[config.mk]
export PLATFORM = sky130hd
export DESIGN_NAME = id_ex_stage
export DESIGN_NICKNAME = d
export VERILOG_FILES = /design/src/rtl/pipe_defs.sv /design/src/rtl/forward_unit.sv /design/src/rtl/id_ex_stage.sv
export SDC_FILE = /design/constraint.sdc
export NUM_CORES = 1
export LEC_CHECK = 0
export ABC_AREA = 1
export BUFFER_PORTS_ARGS = -buffer_cell sky130_fd_sc_hd__buf_2
export CORE_AREA = 2 2 119 121
export CTS_BUF_LIST = sky130_fd_sc_hd__clkbuf_2
export DETAILED_ROUTE_END_ITERATION = 10
export DIE_AREA = 0 0 121 123
export HOLD_SLACK_MARGIN = 0.08
export PLACE_DENSITY = 0.81
export SETUP_SLACK_MARGIN = 0.15
export SLEW_MARGIN = 0
export SYNTH_ARGS = -nofsm -noshare
export SYNTH_HDL_FRONTEND = slang
export SYNTH_SLANG_ARGS = --single-unit
export TNS_END_PERCENT = 5
[constraint.sdc]
create_clock -name clk -period 1.9 [get_ports clk]
set_input_delay 0.095 -clock clk [delete_from_list [all_inputs] [get_ports clk]]
set_output_delay 0.095 -clock clk [all_outputs]
set_load 0.01 [all_outputs]
[src/rtl/pipe_defs.sv]
// Shared pipeline definitions: ALU op codes, forward-select encodings,
// default widths and the ID/EX control payload.
package pipe_defs;

  localparam int unsigned DW_DEF = 32;
  localparam int unsigned AW_DEF = 5;
  localparam int unsigned OPW    = 4;

  typedef enum logic [OPW-1:0] {
    ALU_AND = 4'd0,
    ALU_OR  = 4'd1,
    ALU_ADD = 4'd2,
    ALU_XOR = 4'd3,
    ALU_NOR = 4'd4,
    ALU_SRL = 4'd5,
    ALU_SUB = 4'd6,
    ALU_SLT = 4'd7
  } alu_op_e;

  typedef enum logic [1:0] {
    FWD_REG = 2'b00,
    FWD_WB  = 2'b01,
    FWD_MEM = 2'b10
  } fwd_sel_e;

  // Control bits carried from decode into execute.
  typedef struct packed {
    logic           valid;
    logic           reg_write;
    logic           mem_read;
    logic           mem_write;
    logic           mem_to_reg;
    logic           alu_src_b;
    logic [OPW-1:0] alu_op;
  } ctrl_t;

endpackage

[src/rtl/forward_unit.sv]
// Operand forwarding selects: EX/MEM beats MEM/WB, register 0 never forwards.
module forward_unit
  import pipe_defs::*;
#(
  parameter int unsigned AW = AW_DEF
) (
  input  logic [AW-1:0] ex_rs,
  input  logic [AW-1:0] ex_rt,
  input  logic          exmem_reg_write,
  input  logic [AW-1:0] exmem_rd,
  input  logic          memwb_reg_write,
  input  logic [AW-1:0] memwb_rd,
  output fwd_sel_e      fwd_a,
  output fwd_sel_e      fwd_b
);

  function automatic fwd_sel_e pick(input logic [AW-1:0] r,
                                    input logic mem_we, input logic [AW-1:0] mem_rd,
                                    input logic wb_we, input logic [AW-1:0] wb_rd);
    fwd_sel_e s;
    s = FWD_REG;
    if (mem_we && (mem_rd != '0) && (mem_rd == r)) begin
      s = FWD_MEM;
    end else if (wb_we && (wb_rd != '0) && (wb_rd == r)) begin
      s = FWD_WB;
    end
    return s;
  endfunction

  always_comb begin
    fwd_a = pick(ex_rs, exmem_reg_write, exmem_rd, memwb_reg_write, memwb_rd);
    fwd_b = pick(ex_rt, exmem_reg_write, exmem_rd, memwb_reg_write, memwb_rd);
  end

endmodule

[src/rtl/id_ex_stage.sv]
// ID/EX pipeline register with operand forwarding muxes and load-use
// hazard detection feeding the execute-stage ALU.
module id_ex_stage
  import pipe_defs::*;
#(
  parameter int unsigned DW = DW_DEF,
  parameter int unsigned AW = AW_DEF
) (
  input  logic          clk,
  input  logic          rst,
  input  logic          id_valid,
  input  logic [DW-1:0] id_rs_data,
  input  logic [DW-1:0] id_rt_data,
  input  logic [DW-1:0] id_imm,
  input  logic [AW-1:0] id_rs,
  input  logic [AW-1:0] id_rt,
  input  logic [AW-1:0] id_rd,
  input  logic [3:0]    id_alu_op,
  input  logic          id_alu_src_b,
  input  logic          id_reg_write,
  input  logic          id_mem_read,
  input  logic          id_mem_write,
  input  logic          id_mem_to_reg,
  input  logic          flush,
  input  logic          exmem_reg_write,
  input  logic [AW-1:0] exmem_rd,
  input  logic [DW-1:0] exmem_alu_res,
  input  logic          memwb_reg_write,
  input  logic [AW-1:0] memwb_rd,
  input  logic [DW-1:0] memwb_wdata,
  output logic [DW-1:0] alu_a,
  output logic [DW-1:0] alu_b,
  output logic [3:0]    alu_operation,
  output logic [DW-1:0] ex_store_data,
  output logic [AW-1:0] ex_rd,
  output logic          ex_valid,
  output logic          ex_reg_write,
  output logic          ex_mem_read,
  output logic          ex_mem_write,
  output logic          ex_mem_to_reg,
  output logic          stall_id
);

  ctrl_t         ctrl_q, ctrl_d;
  logic [DW-1:0] rs_data_q, rs_data_d;
  logic [DW-1:0] rt_data_q, rt_data_d;
  logic [DW-1:0] imm_q, imm_d;
  logic [AW-1:0] rs_q, rs_d;
  logic [AW-1:0] rt_q, rt_d;
  logic [AW-1:0] rd_q, rd_d;

  fwd_sel_e      fwd_a, fwd_b;
  logic [DW-1:0] rs_fwd, rt_fwd;

  // Load in EX whose destination is read by the instruction in decode.
  always_comb begin
    stall_id = ctrl_q.valid && ctrl_q.mem_read && (rd_q != '0) && id_valid &&
               ((rd_q == id_rs) || (rd_q == id_rt));
  end

  // Next state: load from decode, or a fully zeroed bubble on flush/stall.
  always_comb begin
    ctrl_d.valid      = id_valid;
    ctrl_d.reg_write  = id_reg_write;
    ctrl_d.mem_read   = id_mem_read;
    ctrl_d.mem_write  = id_mem_write;
    ctrl_d.mem_to_reg = id_mem_to_reg;
    ctrl_d.alu_src_b  = id_alu_src_b;
    ctrl_d.alu_op     = id_alu_op;
    rs_data_d         = id_rs_data;
    rt_data_d         = id_rt_data;
    imm_d             = id_imm;
    rs_d              = id_rs;
    rt_d              = id_rt;
    rd_d              = id_rd;
    if (flush || stall_id) begin
      ctrl_d    = '0;
      rs_data_d = '0;
      rt_data_d = '0;
      imm_d     = '0;
      rs_d      = '0;
      rt_d      = '0;
      rd_d      = '0;
    end
  end

  always_ff @(posedge clk) begin
    if (rst) begin
      ctrl_q    <= '0;
      rs_data_q <= '0;
      rt_data_q <= '0;
      imm_q     <= '0;
      rs_q      <= '0;
      rt_q      <= '0;
      rd_q      <= '0;
    end else begin
      ctrl_q    <= ctrl_d;
      rs_data_q <= rs_data_d;
      rt_data_q <= rt_data_d;
      imm_q     <= imm_d;
      rs_q      <= rs_d;
      rt_q      <= rt_d;
      rd_q      <= rd_d;
    end
  end

  forward_unit #(.AW(AW)) u_fwd (
    .ex_rs           (rs_q),
    .ex_rt           (rt_q),
    .exmem_reg_write (exmem_reg_write),
    .exmem_rd        (exmem_rd),
    .memwb_reg_write (memwb_reg_write),
    .memwb_rd        (memwb_rd),
    .fwd_a           (fwd_a),
    .fwd_b           (fwd_b)
  );

  always_comb begin
    rs_fwd = rs_data_q;
    case (fwd_a)
      FWD_MEM: rs_fwd = exmem_alu_res;
      FWD_WB:  rs_fwd = memwb_wdata;
      default: rs_fwd = rs_data_q;
    endcase
    rt_fwd = rt_data_q;
    case (fwd_b)
      FWD_MEM: rt_fwd = exmem_alu_res;
      FWD_WB:  rt_fwd = memwb_wdata;
      default: rt_fwd = rt_data_q;
    endcase
  end

  always_comb begin
    alu_a         = rs_fwd;
    alu_b         = ctrl_q.alu_src_b ? imm_q : rt_fwd;
    ex_store_data = rt_fwd;
    alu_operation = ctrl_q.alu_op;
    ex_rd         = rd_q;
    ex_valid      = ctrl_q.valid;
    ex_reg_write  = ctrl_q.reg_write;
    ex_mem_read   = ctrl_q.mem_read;
    ex_mem_write  = ctrl_q.mem_write;
    ex_mem_to_reg = ctrl_q.mem_to_reg;
  end

endmodule

Word level (Yosys, flattened, before mapping)
Index checks and enable logic that the tools add are counted.
- register bits after elaboration: 121
- input bits: 200
- output and inout bits: 111
- logic and storage cells: 46
- eq/ne operators: 10
- multiplexer cells: 7
- reduce and logical (&&, ||, !) cells: 16
- operators by type and width (cell ; number):
    $pmux W32 S2 ; 2
    $mux W32 ; 1
    $eq A5 B5 Y1 ; 6
    $reduce_bool A5 Y1 ; 3
    $logic_and A1 B1 Y1 ; 10
    $eq A2 B1 Y1 const B ; 2
    $eq A2 B2 Y1 const B ; 2
    $mux W2 ; 2
    $logic_or A1 B1 Y1 ; 2
    $mux W1 ; 2
    $reduce_or A2 Y1 ; 1

Logic depth before layout (Yosys ltp)
Gate-level depths: netlist of run 1.
- word-level depth: 8
- depth in mapped cells: 11
- gate-level depth less buffers: 10

Modules after synthesis
Synthesis of run 1 repeated with hierarchy kept, for this count alone.
- cell total of the unflattened synthesis: 903
- area, all modules: 5723.0 um^2
- modules (own cells, without submodules) (module ; instances ; cells an instance ; area each (um^2) ; sequential area each (um^2)):
    id_ex_stage ; 1 ; 822 ; 5360.1 ; 2422.3
    forward_unit ; 1 ; 81 ; 362.8 ; 0.0

Worst setup path before layout of run 1
No wires, ideal clock.
- path type: register to output
- from: register rt_q[4]
- to: output alu_b[0]
- arrival: 1.359 ns
- required time: 1.805 ns
- setup slack: 0.446 ns
- stages on the path, launching flop included: 9
- path buffers: 1
- cell sequence: dfxtp_1 > xor2_1 > nor2_2 > nand3_4 > buf_2 > nand3_1 > nand3_1 > nand2_1 > nand2_1
- word-level cells in the longest chain between the ends: 7
- elaborated cells between the ends (all ways): 10
- classes of those cells: eq/ne: 4; mux: 4; reduce/logical: 2
- RTL lines (element ; line ; text):
    from (decl) ; id_ex_stage.sv:49 ; logic [AW-1:0] rt_q, rt_d;
    from (signal assigned) ; id_ex_stage.sv:102 ; rt_q <= rt_d;
    $eq A5 B5 Y1 ; forward_unit.sv:24 ; end else if (wb_we && (wb_rd != '0) && (wb_rd == r)) begin
    $logic_and A1 B1 Y1 ; forward_unit.sv:24 ;
    $mux W1 ; forward_unit.sv:24 ;
    $mux W2 (*) ; forward_unit.sv:22 ; if (mem_we && (mem_rd != '0) && (mem_rd == r)) begin
    $eq A2 B1 Y1 / $eq A2 B2 Y1 (equally long branches) ; id_ex_stage.sv:126 ; case (fwd_b)
    $pmux W32 S2 (*) ; id_ex_stage.sv:126 ;
    named net ex_store_data[0] ; id_ex_stage.sv:34 ; output logic [DW-1:0] ex_store_data,
    $mux W32 (*) ; id_ex_stage.sv:135 ; alu_b = ctrl_q.alu_src_b ? imm_q : rt_fwd;
    to (decl) ; id_ex_stage.sv:32 ; output logic [DW-1:0] alu_b,
The timed path passes the listed nets; every way through them passes the cells marked *.

Worst setup path after layout of run 1
- from: register rt_q[0]
- to: output alu_b[3]
- word-level cells in the longest chain between the ends: 7
- elaborated cells between the ends (all ways): 10
- classes of those cells: eq/ne: 4; mux: 4; reduce/logical: 2
- RTL lines (element ; line):
    $eq A5 B5 Y1 ; forward_unit.sv:24
    $logic_and A1 B1 Y1 ; forward_unit.sv:24
    $mux W1 ; forward_unit.sv:24
    $mux W2 (*) ; forward_unit.sv:22
    $eq A2 B1 Y1 / $eq A2 B2 Y1 (equally long branches) ; id_ex_stage.sv:126
    $pmux W32 S2 (*) ; id_ex_stage.sv:126
    $mux W32 (*) ; id_ex_stage.sv:135
Every way passes the cells marked *; elsewhere a longest branch is shown, timed or not.

==> summary.txt, run 1 <==
Routing
  – DRC viols: 0
  – Drt initial violations: 891
  – Pre-antenna DRT Iters: 7
  – Post-DR vias/cell: 5.29
  – Detailed-route via count: 8,033
  – Routed wire length: 27.9 mm
  – Post-DRT Antenna Nets: 0
  – Routed wire per std cell: 18.4 um

Layout
  – Post-layout instance area: 10,200 um^2
  – Share of layout cells above drive strength 1: 38.5%
  – Register area: 2440 um^2
  – Nets: 1,526
  – N_diodes: 0
  – Multi-input gate area: 3080 um^2
  – Layout area overhead: 72.8%
  – Fillers: 863
  – Biggest registers after layout: imm_q x32, rs_data_q x32, rt_data_q x32

Yosys
  – Synth area leaders: dfxtp_1 (41%), nand2_1 (12%), nand3_1 (11%)
  – Most used standard cell by instance count after synthesis: nand2_1
  – Synthesized cell area: 5920 um^2
  – Yosys top cell by area: dfxtp_1
  – Cells after synthesis: 874
  – Top_reg_cell synth: dfxtp_1
  – Synth Warn #: 0
  – EDFF count, synth: 0
  – Async S/R FF share, synth: 0%
  – Synthesized Nets: 1,074
  – Sequential fraction of the synthesis area: 40.9%
  – Mapped Avg Cell Area: 6.78 um^2
  – Synth top area share: 40.9%
  – Number of distinct library cells after synthesis: 21
  – Commonest cells post-synth: nand2_1 (188), inv_1 (137), nand3_1 (135), nor2_1 (135), dfxtp_1 (121)
  – FF+latch count, synth: 121

Die
  – Die W: 121 um
  – Num rows: 43
  – IO Pins: 311
  – Core Footprint: 13,600 um^2
  – Die Ht: 123 um
  – Initial core utilization: 43.5%
  – Die area: 14,900 um^2

Pwr
  – Combinational power share: 23.7%
  – Net Switching: 1750 uW
  – VDD IR-drop max: 0.000390 V
  – Clock share of power: 31.1%
  – Power Dens Cells: 580 nW/um^2
  – Leak: 0.00571 uW
  – Sw Share: 29.5%
  – Internal: 4190 uW
  – Sequential power share: 45.3%

Global routing
  – Antenna violations before repair: 0
  – Vias in the first global route: 7,999
  – Gr ovfl total: 0
  – Global Route Usage Sum: 34.3%
  – Global-route wire length before repair: 39.4 mm
  – Largest net degree at the start of global routing: 43

STA
  – Final Slew Violations: 0
  – Setup TNS: -43.88 ns
  – Fmax: 398 MHz
  – Worst Skew: 0.0353 ns
  – RSZ-0062 raised after global routing: true
  – Setup WS post-layout: -0.612 ns
  – Final setup fails: 97
  – Fin crit period: 2.51 ns
  – Relative slew slack: 67.1%
  – Actual slew at the worst max-slew pin: 0.494 ns
  – Tcrit/Tclk final: 132%
  – Final Hold Vio Count: 0

Clock tree
  – CTS H-Tree Depth: 4
  – Clock Latency Late Sink: 0.72 ns
  – Worst-path clk slew: 0.18 ns
  – Clock Tree Root: clkbuf_2
  – Num CTS Buffers: 17
  – Clk sink count: 121
  – Clock buffer depth: 2
  – TritonCTS clock tree: yes

Worst setup path
  – CP Buf/Inv Count: 4
  – FF-to-FF setup slack: 0.21 ns
  – FF-to-FF path depth: 8
  – RR Endpoint: imm_q[23]
  – Setup crit end kind: primary output
  – CP Launch Type: flip-flop
  – Required @ worst endpoint: 1.80 ns
  – Critical path's largest stage delay: 0.40 ns
  – CP Class: flip-flop to primary output
  – Top Family by Delay on Critical Path: simple AND/OR/NAND/NOR gates
  – Crit-path slowest cell: dfxtp_4
  – CP Max Fanout: 8
  – Worst-path cell chain: inv_2 -> nand2_1 -> nand2_2 -> nor2_2 -> nand3_2 -> nor2_4 -> buf_6 -> clkbuf_16 -> nand3_2 -> nand3_2 -> nand2_1 -> nand2_1 -> buf_2
  – RR Startpoint: ex_rd[2]
  – Critical path arrival: 2.42 ns

Placement
  – Hpwl dp: 14.8 mm
  – IO buf count: 310
  – Placed cell area: 7720 um^2
  – GP Congestion: 0.861
  – Placement Setup Slack: 0.194 ns

Run
  – Max-cap check violation count: 0

Min path
  – Worst hold path class: input pin to flip-flop
  – Hold Path Cell Cnt: 4
  – Hold Path Sink: imm_q[4]
  – Hold_sp: id_imm[4]

Status
  – Failing checks: setup timing
  – Status: complete, but fails checks
## routing by layer
metal / global-route usage [%] / routed length, um / vias up
met5: 0 / 0 / -
met4: 20.5 / 1720 / 0
met3: 8.44 / 2900 / 173
met2: 61.1 / 13800 / 673
met1: 36.7 / 9550 / 3595
li1: - / - / 3592
## power groups by stage
stage / registers (uW) / clock network [uW] / logic [uW]
after detailed placement: 2730 / 0 / 965
after CTS: 2680 / 1840 / 1220
final: 2690 / 1840 / 1410
after global routing: 2700 / 2000 / 1490
after global placement: 2730 / 0 / 955
after floorplan: 2730 / 0 / 464
## layout make-up
class                   count  share of cell area, %
clock inverters            12                   1.52
flip-flops and latches    121                   23.8
repair buffers            490                   36.3
well taps                 180                   2.20
multi-input cells         556                   30.0
clock buffers              20                  0.978
inverters                 140                   5.16
## repair_timing
action,in CTS,in global routing
setup buffers,0,4
pin swaps,4,25
setup endpoints to repair,97,204
cloned,1,7
gates resized for setup,61,102
hold buffers,140,2
endpoints found under the hold margin,121,2
## cell usage in the layout (no fill, tap or decap), drive strengths merged
cell type	synthesis	final
clkbuf	10	24
nand3b	1	1
nor2	138	138
inv	140	140
a21oi	2	2
clkinv	0	8
dlygate4sd3	0	142
dfxtp	121	121
nand3	166	166
nand2	188	188
nor3	4	4
bufinv	0	4
xor2	13	13
nand4	35	35
xnor2	9	9
buf	47	344
## worst max-delay path by stage
stage             from         to  slack [ns]  depth (start not counted)
3_3_place_gp   rs_q[1]  alu_a[11]        0.20                          9
6_report       rt_q[0]   alu_b[3]       -0.61                         13
2_1_floorplan  rt_q[4]   alu_b[0]        0.45                          8
3_5_place_dp   rs_q[1]  alu_a[11]        0.19                          9
5_1_grt        rt_q[0]   alu_b[3]       -0.79                         13
4_1_cts        rt_q[0]  alu_b[10]       -0.47                         11
## per-stage QoR
step / hold WS, ns / power (uW) / util (%) / std cells
after floorplan: 0.207 / 3190 / - / 874
after global placement: 0.306 / 3680 / 56.7 / 1333
after detailed placement: 0.312 / 3700 / 56.7 / 1333
after CTS: 0.0802 / 5740 / 70.5 / 1506
after global routing: 0.0602 / 6190 / 75.2 / 1519
final: 0.127 / 5940 / 75.2 / 1519
## worst min-delay path: stages
cell and delay, ns:
dlygate4sd3_1 0.52, buf_2 0.12, inv_1 0.04, nor2_1 0.03
## cell families (layout without fill, tap and decap cells)
group                  after synthesis  count (layout)  synth area share [%]
AO/OA/AOI/OAI                        2               2                 0.169
XOR/XNOR                            22              22                  3.25
buffers and inverters              197             662                  13.9
flip-flops                         121             121                  40.9
AND/OR/NAND/NOR                    532             532                  41.8
(Power assumes the default switching activity.)
==> run 2: changes to the inputs <==
ABC_AREA = default   (was 1)
CORE_AREA = default   (was 2 2 119 121)
CORE_ASPECT_RATIO = 1.4   (was default)
CORE_MARGIN = 1   (was default)
CORE_UTILIZATION = 40   (was default)
DIE_AREA = default   (was 0 0 121 123)
PLACE_DENSITY = 0.76   (was 0.81)
==> run 2 against run 1 <==
The run still ends with setup timing left; clock skew hardly changed; wire length down 13%; largest power group unchanged; global-route usage fell by 4.9 points; cell count shrank 14%; clock-buffer cell count down 3; critical path depth fell by 3; first-iteration DRC count is 61% lower.
==> summary.txt, run 2 <==
Die
  – Die area: 15,000 um^2 (+0.79%)
  – Num rows: 51 (+19%)
  – Initial core utilization: 41.3% (-2.2 points)
  – IO Pins: 311 (unchanged)
  – Core Footprint: 14,000 um^2 (+3.1%)
  – Die Ht: 145 um (+17%)
  – Die W: 104 um (-14%)

Global routing
  – Largest net degree at the start of global routing: 67 (+56%)
  – Gr ovfl total: 0 (unchanged)
  – Vias in the first global route: 7,073 (-12%)
  – Global Route Usage Sum: 29.4% (-4.9 points)
  – Antenna violations before repair: 4 (+4)
  – Global-route wire length before repair: 34.4 mm (-13%)

Clock tree
  – Clock buffer depth: 2 (unchanged)
  – Num CTS Buffers: 17 (unchanged)
  – Clock Latency Late Sink: 0.65 ns (-0.07 ns)
  – Worst-path clk slew: 0.21 ns (+0.03 ns)
  – CTS H-Tree Depth: 4 (unchanged)
  – TritonCTS clock tree: yes
  – Clk sink count: 121 (unchanged)
  – Clock Tree Root: clkbuf_2

Yosys
  – Synth Warn #: 0 (unchanged)
  – Synthesized cell area: 5800 um^2 (-2.0%)
  – Top_reg_cell synth: dfxtp_1
  – Number of distinct library cells after synthesis: 24 (+14%)
  – Yosys top cell by area: dfxtp_1
  – Commonest cells post-synth: and2_1 (122), dfxtp_1 (121), mux2i_1 (64)
  – FF+latch count, synth: 121 (unchanged)
  – Synth area leaders: dfxtp_1 (42%), and2_1 (13%), mux2i_1 (11%)
  – Sequential fraction of the synthesis area: 41.7% (+0.86 points)
  – Synth top area share: 41.7% (+0.86 points)
  – Synthesized Nets: 835 (-22%)
  – Most used standard cell by instance count after synthesis: and2_1
  – Cells after synthesis: 635 (-27%)
  – EDFF count, synth: 0 (unchanged)
  – Mapped Avg Cell Area: 9.14 um^2 (+35%)
  – Async S/R FF share, synth: 0% (unchanged)

Layout
  – Multi-input gate area: 3640 um^2 (+18%)
  – Leading cell type in the layout, fill and taps excluded: buf_2
  – Fin util: 73.3% (-1.9 points)
  – Register area: 2440 um^2 (+0.21%)
  – Share of layout cells above drive strength 1: 45.1% (+6.6 points)
  – Fin cells: 1,312 (-14%)
  – Post-layout instance area: 10,300 um^2 (+0.55%)
  – Nets: 1,309 (-14%)
  – Biggest registers after layout: imm_q x32, rs_data_q x32, rt_data_q x32
  – Most frequent cells in the layout: buf_2 (309), dlygate4sd3_1 (123), and2_1 (122), dfxtp_1 (108), mux2i_1 (56)
  – Fillers: 926 (+7.3%)
  – Layout area overhead: 77.4%

Worst setup path
  – Critical path arrival: 2.67 ns (+0.25 ns)
  – Setup crit end kind: primary output
  – CP most frequent cell: buf_4
  – Required @ worst endpoint: 1.80 ns (about the same)
  – Worst-path cell chain: xnor2_2 -> nand3_2 -> nor4_4 -> buf_4 -> buf_6 -> clkbuf_16 -> mux2i_1 -> buf_4 -> a221oi_4 -> buf_2
  – CP Buf/Inv Count: 5 (+1)
  – CP Max Fanout: 7 (-1)
  – Top Family by Delay on Critical Path: buffers and inverters
  – Crit-path slowest cell: dfxtp_4
  – Critical path's largest stage delay: 0.41 ns (about the same)
  – CP Class: flip-flop to primary output
  – CP Launch Type: flip-flop

STA
  – Relative slew slack: 72.3% (+5.3 points)
  – Actual slew at the worst max-slew pin: 0.412 ns (-0.0823 ns)
  – Worst Skew: 0.0356 ns (+0.000258 ns)
  – Setup WS post-layout: -0.862 ns (-0.249 ns)
  – Final Hold Vio Count: 0 (unchanged)
  – Fmax: 362 MHz (-9.0%)
  – Fin crit period: 2.76 ns (+0.249 ns)
  – Final Slew Violations: 0 (unchanged)
  – Final setup fails: 97 (unchanged)
  – Tcrit/Tclk final: 145% (+13 points)
  – RSZ-0062 raised after global routing: true

Pwr
  – Internal: 4140 uW (-1.1%)
  – Sw Share: 29.7% (+0.22 points)
  – Power Dens Cells: 572 nW/um^2 (-1.3%)
  – Combinational power share: 24.7% (+1.0 points)
  – Leak: 0.00460 uW (-19%)
  – VDD IR-drop max: 0.000606 V (+55%)
  – Net Switching: 1750 uW (about the same)
  – Clock share of power: 29.7% (-1.4 points)
  – Sequential power share: 45.7% (+0.4 points)

Routing
  – Drt initial violations: 344 (-61%)
  – Routed wire per std cell: 18.6 um (+0.95%)
  – Post-DR vias/cell: 5.19 (-1.8%)
  – DRC viols: 0 (unchanged)
  – Detailed-route via count: 6,811 (-15%)
  – Routed wire length: 24.4 mm (-13%)
  – Post-DRT Antenna Nets: 0 (unchanged)
  – Pre-antenna DRT Iters: 5 (-2)

Placement
  – Hpwl dp: 14.0 mm (-5.1%)
  – Placed cell area: 8340 um^2 (+7.9%)
  – # placed instances: 1,138 (-15%)
  – IO buf count: 310 (unchanged)
  – GP Congestion: 0.851 (-1.1%)
  – Placement Setup Slack: -0.241 ns (-0.436 ns)

Status
  – Status: complete, but fails checks
  – Failing checks: setup timing

Min path
  – Worst hold path class: input pin to flip-flop

Run
  – Max-cap check violation count: 0 (unchanged)
==> run 2: changes by cell type after synthesis, sizes merged, moves of 24 or more <==
cell	before	now
a21oi	2	33
a221oi	0	32
and2	0	122
buf	47	17
clkbuf	10	34
inv	140	32
mux2i	0	64
nand2	188	34
nand3	166	7
nand4	35	0
nor2	138	33
nor3	4	33
o21ai	0	34
==> run 2: through the flow <==
| step | TNS (ns) | hold slack, ns | power, uW |
|---|---|---|---|
| floorplan | 0 | 0.217 | 3300 |
| global placement | -8.20 | 0.294 | 3830 |
| detailed placement | -12.01 | 0.297 | 3850 |
| CTS | -69.56 | 0.0832 | 5790 |
| global route | -85.44 | 0.0971 | 6120 |
| finish | -69.63 | 0.157 | 5890 |
==> run 2: area by class of cell <==
| class | instances | area share [%] |
|---|---|---|
| timing repair buffer | 506 | 35.0 |
| clock inverter | 15 | 1.54 |
| clock buffer | 17 | 0.826 |
| sequential | 121 | 23.7 |
| antenna | 5 | 0.122 |
| inverter | 32 | 1.17 |
| multi-input combinational | 431 | 35.4 |
| tap | 185 | 2.25 |
==> run 2: cells by family (layout without fill, tap and decap cells) <==
logic type / after synthesis / in the layout / share of synthesized area (%)
XOR/XNOR: 30 / 30 / 4.53
buffers and inverters: 83 / 570 / 6.38
other: 0 / 5 / 0
AND/OR/NAND/NOR: 236 / 236 / 22.2
multiplexers: 64 / 64 / 11.0
AO/OA/AOI/OAI: 101 / 101 / 14.1
flip-flops: 121 / 121 / 41.7
==> run 2: worst register-to-register path: cells and delay by family, from the launching register on <==
kind	cells	cell delay, ns
and+or+nand+nor	2	0.47
DFF	1	0.40
buffers and inverters	1	0.27
AOI/OAI and AO/OA	2	0.61
==> run 2: layer usage <==
metal | up-vias | wire length [um] | GRT usage [%]
li1 | 3085 | - | -
met1 | 3220 | 8310 | 28.2
met2 | 384 | 12900 | 55.4
met3 | 122 | 1630 | 7.44
met4 | 0 | 1500 | 20.6
met5 | - | 0 | 0
==> run 2: final timing paths <==
| path | startpoint | endpoint | slack, ns | depth (start not counted) |
|---|---|---|---|---|
| min reg2reg | ex_rd[2] | rt_q[3] | 1.28 | 6 |
| max | rt_q[3] | alu_b[17] | -0.86 | 10 |
| min | id_alu_op[0] | alu_operation[0] | 0.16 | 3 |
| max reg2reg | ex_rd[1] | rs_data_q[3] | 0.09 | 5 |
==> run 2: power groups by stage <==
stage                     Clock, uW  Sequential, uW  Combinational, uW
final                          1750            2690               1450
after global routing           1890            2700               1540
after CTS                      1760            2690               1340
after detailed placement          0            2740               1120
after global placement            0            2730               1100
after floorplan                   0            2730                575
==> run 2: repair_timing <==
| action | CTS | global route |
|---|---|---|
| endpoints found under the hold margin | 121 | 0 |
| pin swaps | 10 | 36 |
| hold buffers | 123 | 0 |
| buffers inserted | 4 | 7 |
| cloned | 0 | 3 |
| resized for setup | 29 | 40 |
| setup endpoints to repair | 97 | 191 |
==> run 3: changes to the inputs <==
==> constraint.sdc (replaced) <==
create_clock -name clk -period 1.9 [get_ports clk]
set_input_delay 0.38 -clock clk [delete_from_list [all_inputs] [get_ports clk]]
set_output_delay 0.38 -clock clk [all_outputs]
set_load 0.01 [all_outputs]
==> run 3 against run 2 <==
The run still ends with setup timing left; hold slack improved by 0.26 ns; total power increased by 5.9%; cell count shrank 2.1%; clock-buffer cell count increased by 1; largest cell class unchanged; largest power group unchanged.
==> summary.txt, run 3 (same netlist as run 2, synthesis figures left out) <==
STA
  – Fin crit period: 3.07 ns (+0.306 ns)
  – Actual slew at the worst max-slew pin: 0.446 ns (+0.0344 ns)
  – Final setup fails: 97 (unchanged)
  – RSZ-0062 raised after global routing: true
  – Worst Skew: 0.0313 ns (-0.00428 ns)
  – WHS: 0.414 ns (+0.257 ns)
  – Setup WS post-layout: -1.17 ns (-0.306 ns)
  – Final Hold Vio Count: 0 (unchanged)
  – Relative slew slack: 70.2% (-2.2 points)
  – Fmax: 326 MHz (-10%)
  – Tcrit/Tclk final: 161% (+16 points)
  – Final Slew Violations: 0 (unchanged)

Clock tree
  – Clk sink count: 121 (unchanged)
  – Worst-path clk slew: 0.21 ns (about the same)
  – Clock Latency Late Sink: 0.67 ns (+0.02 ns)
  – Num CTS Buffers: 17 (unchanged)
  – Clock buffer depth: 2 (unchanged)
  – Clock Tree Root: clkbuf_2
  – CTS H-Tree Depth: 4 (unchanged)
  – TritonCTS clock tree: yes

Routing
  – Post-DRT Antenna Nets: 0 (unchanged)
  – Routed wire per std cell: 19.2 um (+3.4%)
  – Drt initial violations: 278 (-19%)
  – DRC viols: 0 (unchanged)
  – Detailed-route via count: 6,585 (-3.3%)
  – Pre-antenna DRT Iters: 5 (unchanged)
  – Routed wire length: 24.7 mm (+1.2%)
  – Post-DR vias/cell: 5.12 (-1.3%)

Min path
  – Worst hold path class: input pin to flip-flop

Global routing
  – Antenna violations before repair: 2 (-2)
  – Global Route Usage Sum: 30.1% (+0.73 points)
  – Vias in the first global route: 6,839 (-3.3%)
  – Gr ovfl total: 0 (unchanged)
  – Largest net degree at the start of global routing: 62 (-7.5%)
  – Global-route wire length before repair: 34.7 mm (+1.0%)

Worst setup path
  – Critical path arrival: 2.69 ns (+0.02 ns)
  – Required @ worst endpoint: 1.52 ns (-0.28 ns)
  – CP Launch Type: flip-flop
  – CP Class: flip-flop to primary output
  – CP Max Fanout: 13 (+6)
  – Setup crit end kind: primary output

Placement
  – Hpwl dp: 13.8 mm (-2.0%)
  – GP Congestion: 0.880 (+3.3%)
  – IO buf count: 310 (unchanged)
  – Placement Setup Slack: -0.842 ns (-0.601 ns)
  – Placed cell area: 8280 um^2 (-0.65%)
  – # placed instances: 1,116 (-1.9%)

Layout
  – Share of layout cells above drive strength 1: 48.9% (+3.8 points)
  – Post-layout instance area: 10,700 um^2 (+4.3%)
  – Fin cells: 1,285 (-2.1%)
  – Nets: 1,285 (-1.8%)
  – Biggest registers after layout: imm_q x32, rs_data_q x32, rt_data_q x32
  – Fillers: 844 (-8.9%)
  – Register area: 2440 um^2 (about the same)
  – Leading cell type in the layout, fill and taps excluded: buf_2
  – Multi-input gate area: 4150 um^2 (+14%)
  – Most frequent cells in the layout: buf_2 (308), dlygate4sd3_1 (123), and2_1 (121), dfxtp_1 (109), nand2_1 (33)
  – Layout area overhead: 85.0%

Pwr
  – Leak: 0.00467 uW (+1.5%)
  – Final Power: 6240 uW (+5.9%)
  – VDD IR-drop max: 0.000496 V (-18%)
  – Power Dens Cells: 581 nW/um^2 (+1.5%)

Die
  – Die W: 104 um (unchanged)
  – Initial core utilization: 41.3% (unchanged)
  – IO Pins: 311 (unchanged)
  – Die Ht: 145 um (unchanged)
  – Num rows: 51 (unchanged)
  – Die area: 15,000 um^2 (unchanged)
  – Core Footprint: 14,000 um^2 (unchanged)

Run
  – Max-cap check violation count: 0 (unchanged)

Status
  – Failing checks: setup timing
  – Status: complete, but fails checks
[run 3: changes by cell type in the layout (fill, tap and decap cells not counted), sizes merged]
cell and change:
diode -3, clkinv -3, bufinv +2, buf -23
[run 3: layout make-up]
| class | count | share of cell area, % |
|---|---|---|
| multi-input cells | 431 | 38.6 |
| repair buffers | 482 | 32.6 |
| flip-flops and latches | 121 | 22.7 |
| well taps | 185 | 2.16 |
| clock inverters | 14 | 1.90 |
| inverters | 32 | 1.12 |
| clock buffers | 18 | 0.839 |
| diodes | 2 | 0.0466 |
[run 3: power by group]
| group | switching, uW | internal [uW] |
|---|---|---|
| sequential | 61.2 | 2640 |
| clock | 1040 | 986 |
| combinational | 700 | 811 |
[run 3: worst max-delay path: stages, from the launching register on]
cell      delay (ns)
dfxtp_1         0.46
xnor2_1         0.16
nand3_1         0.11
or4_4           0.48
nor2b_4         0.20
buf_12          0.18
a221oi_4        0.25
buf_2           0.18
[run 3: repair_timing]
| action | CTS | global route |
|---|---|---|
| resized for setup | 97 | 44 |
| setup buffers | 5 | 2 |
| hold buffers | 123 | 0 |
| pin swaps | 19 | 18 |
| gates cloned | 3 | 2 |
| hold endpoints to repair | 121 | 0 |
| setup endpoints to repair | 191 | 214 |
[run 3: worst paths after layout]
kind,startpoint,endpoint,slack (ns),depth (start not counted)
worst max register to register,ex_rd[0],ex_rd[0],0.09,5
worst min register to register,ex_rd[4],rt_q[4],1.04,4
worst max-delay path,rt_q[2],alu_b[21],-1.17,7
worst min-delay path,id_mem_to_reg,ex_mem_to_reg,0.41,3
[run 3: stage by stage]
stage | TNS, ns | util, %
2_1_floorplan | -27.31 | -
3_3_place_gp | -68.90 | 59.0
3_5_place_dp | -71.28 | 59.0
4_1_cts | -101.99 | 73.9
5_1_grt | -115.45 | 76.5
6_report | -100.50 | 76.5
[run 3: routing by layer]
layer / track usage [%] / up-vias / share of wire (%)
met5: 0 / - / 0
met4: 18.6 / 0 / 5.2
met3: 7.03 / 107 / 5.6
met2: 57.2 / 359 / 55
met1: 29.8 / 3075 / 35
li1: - / 3044 / -
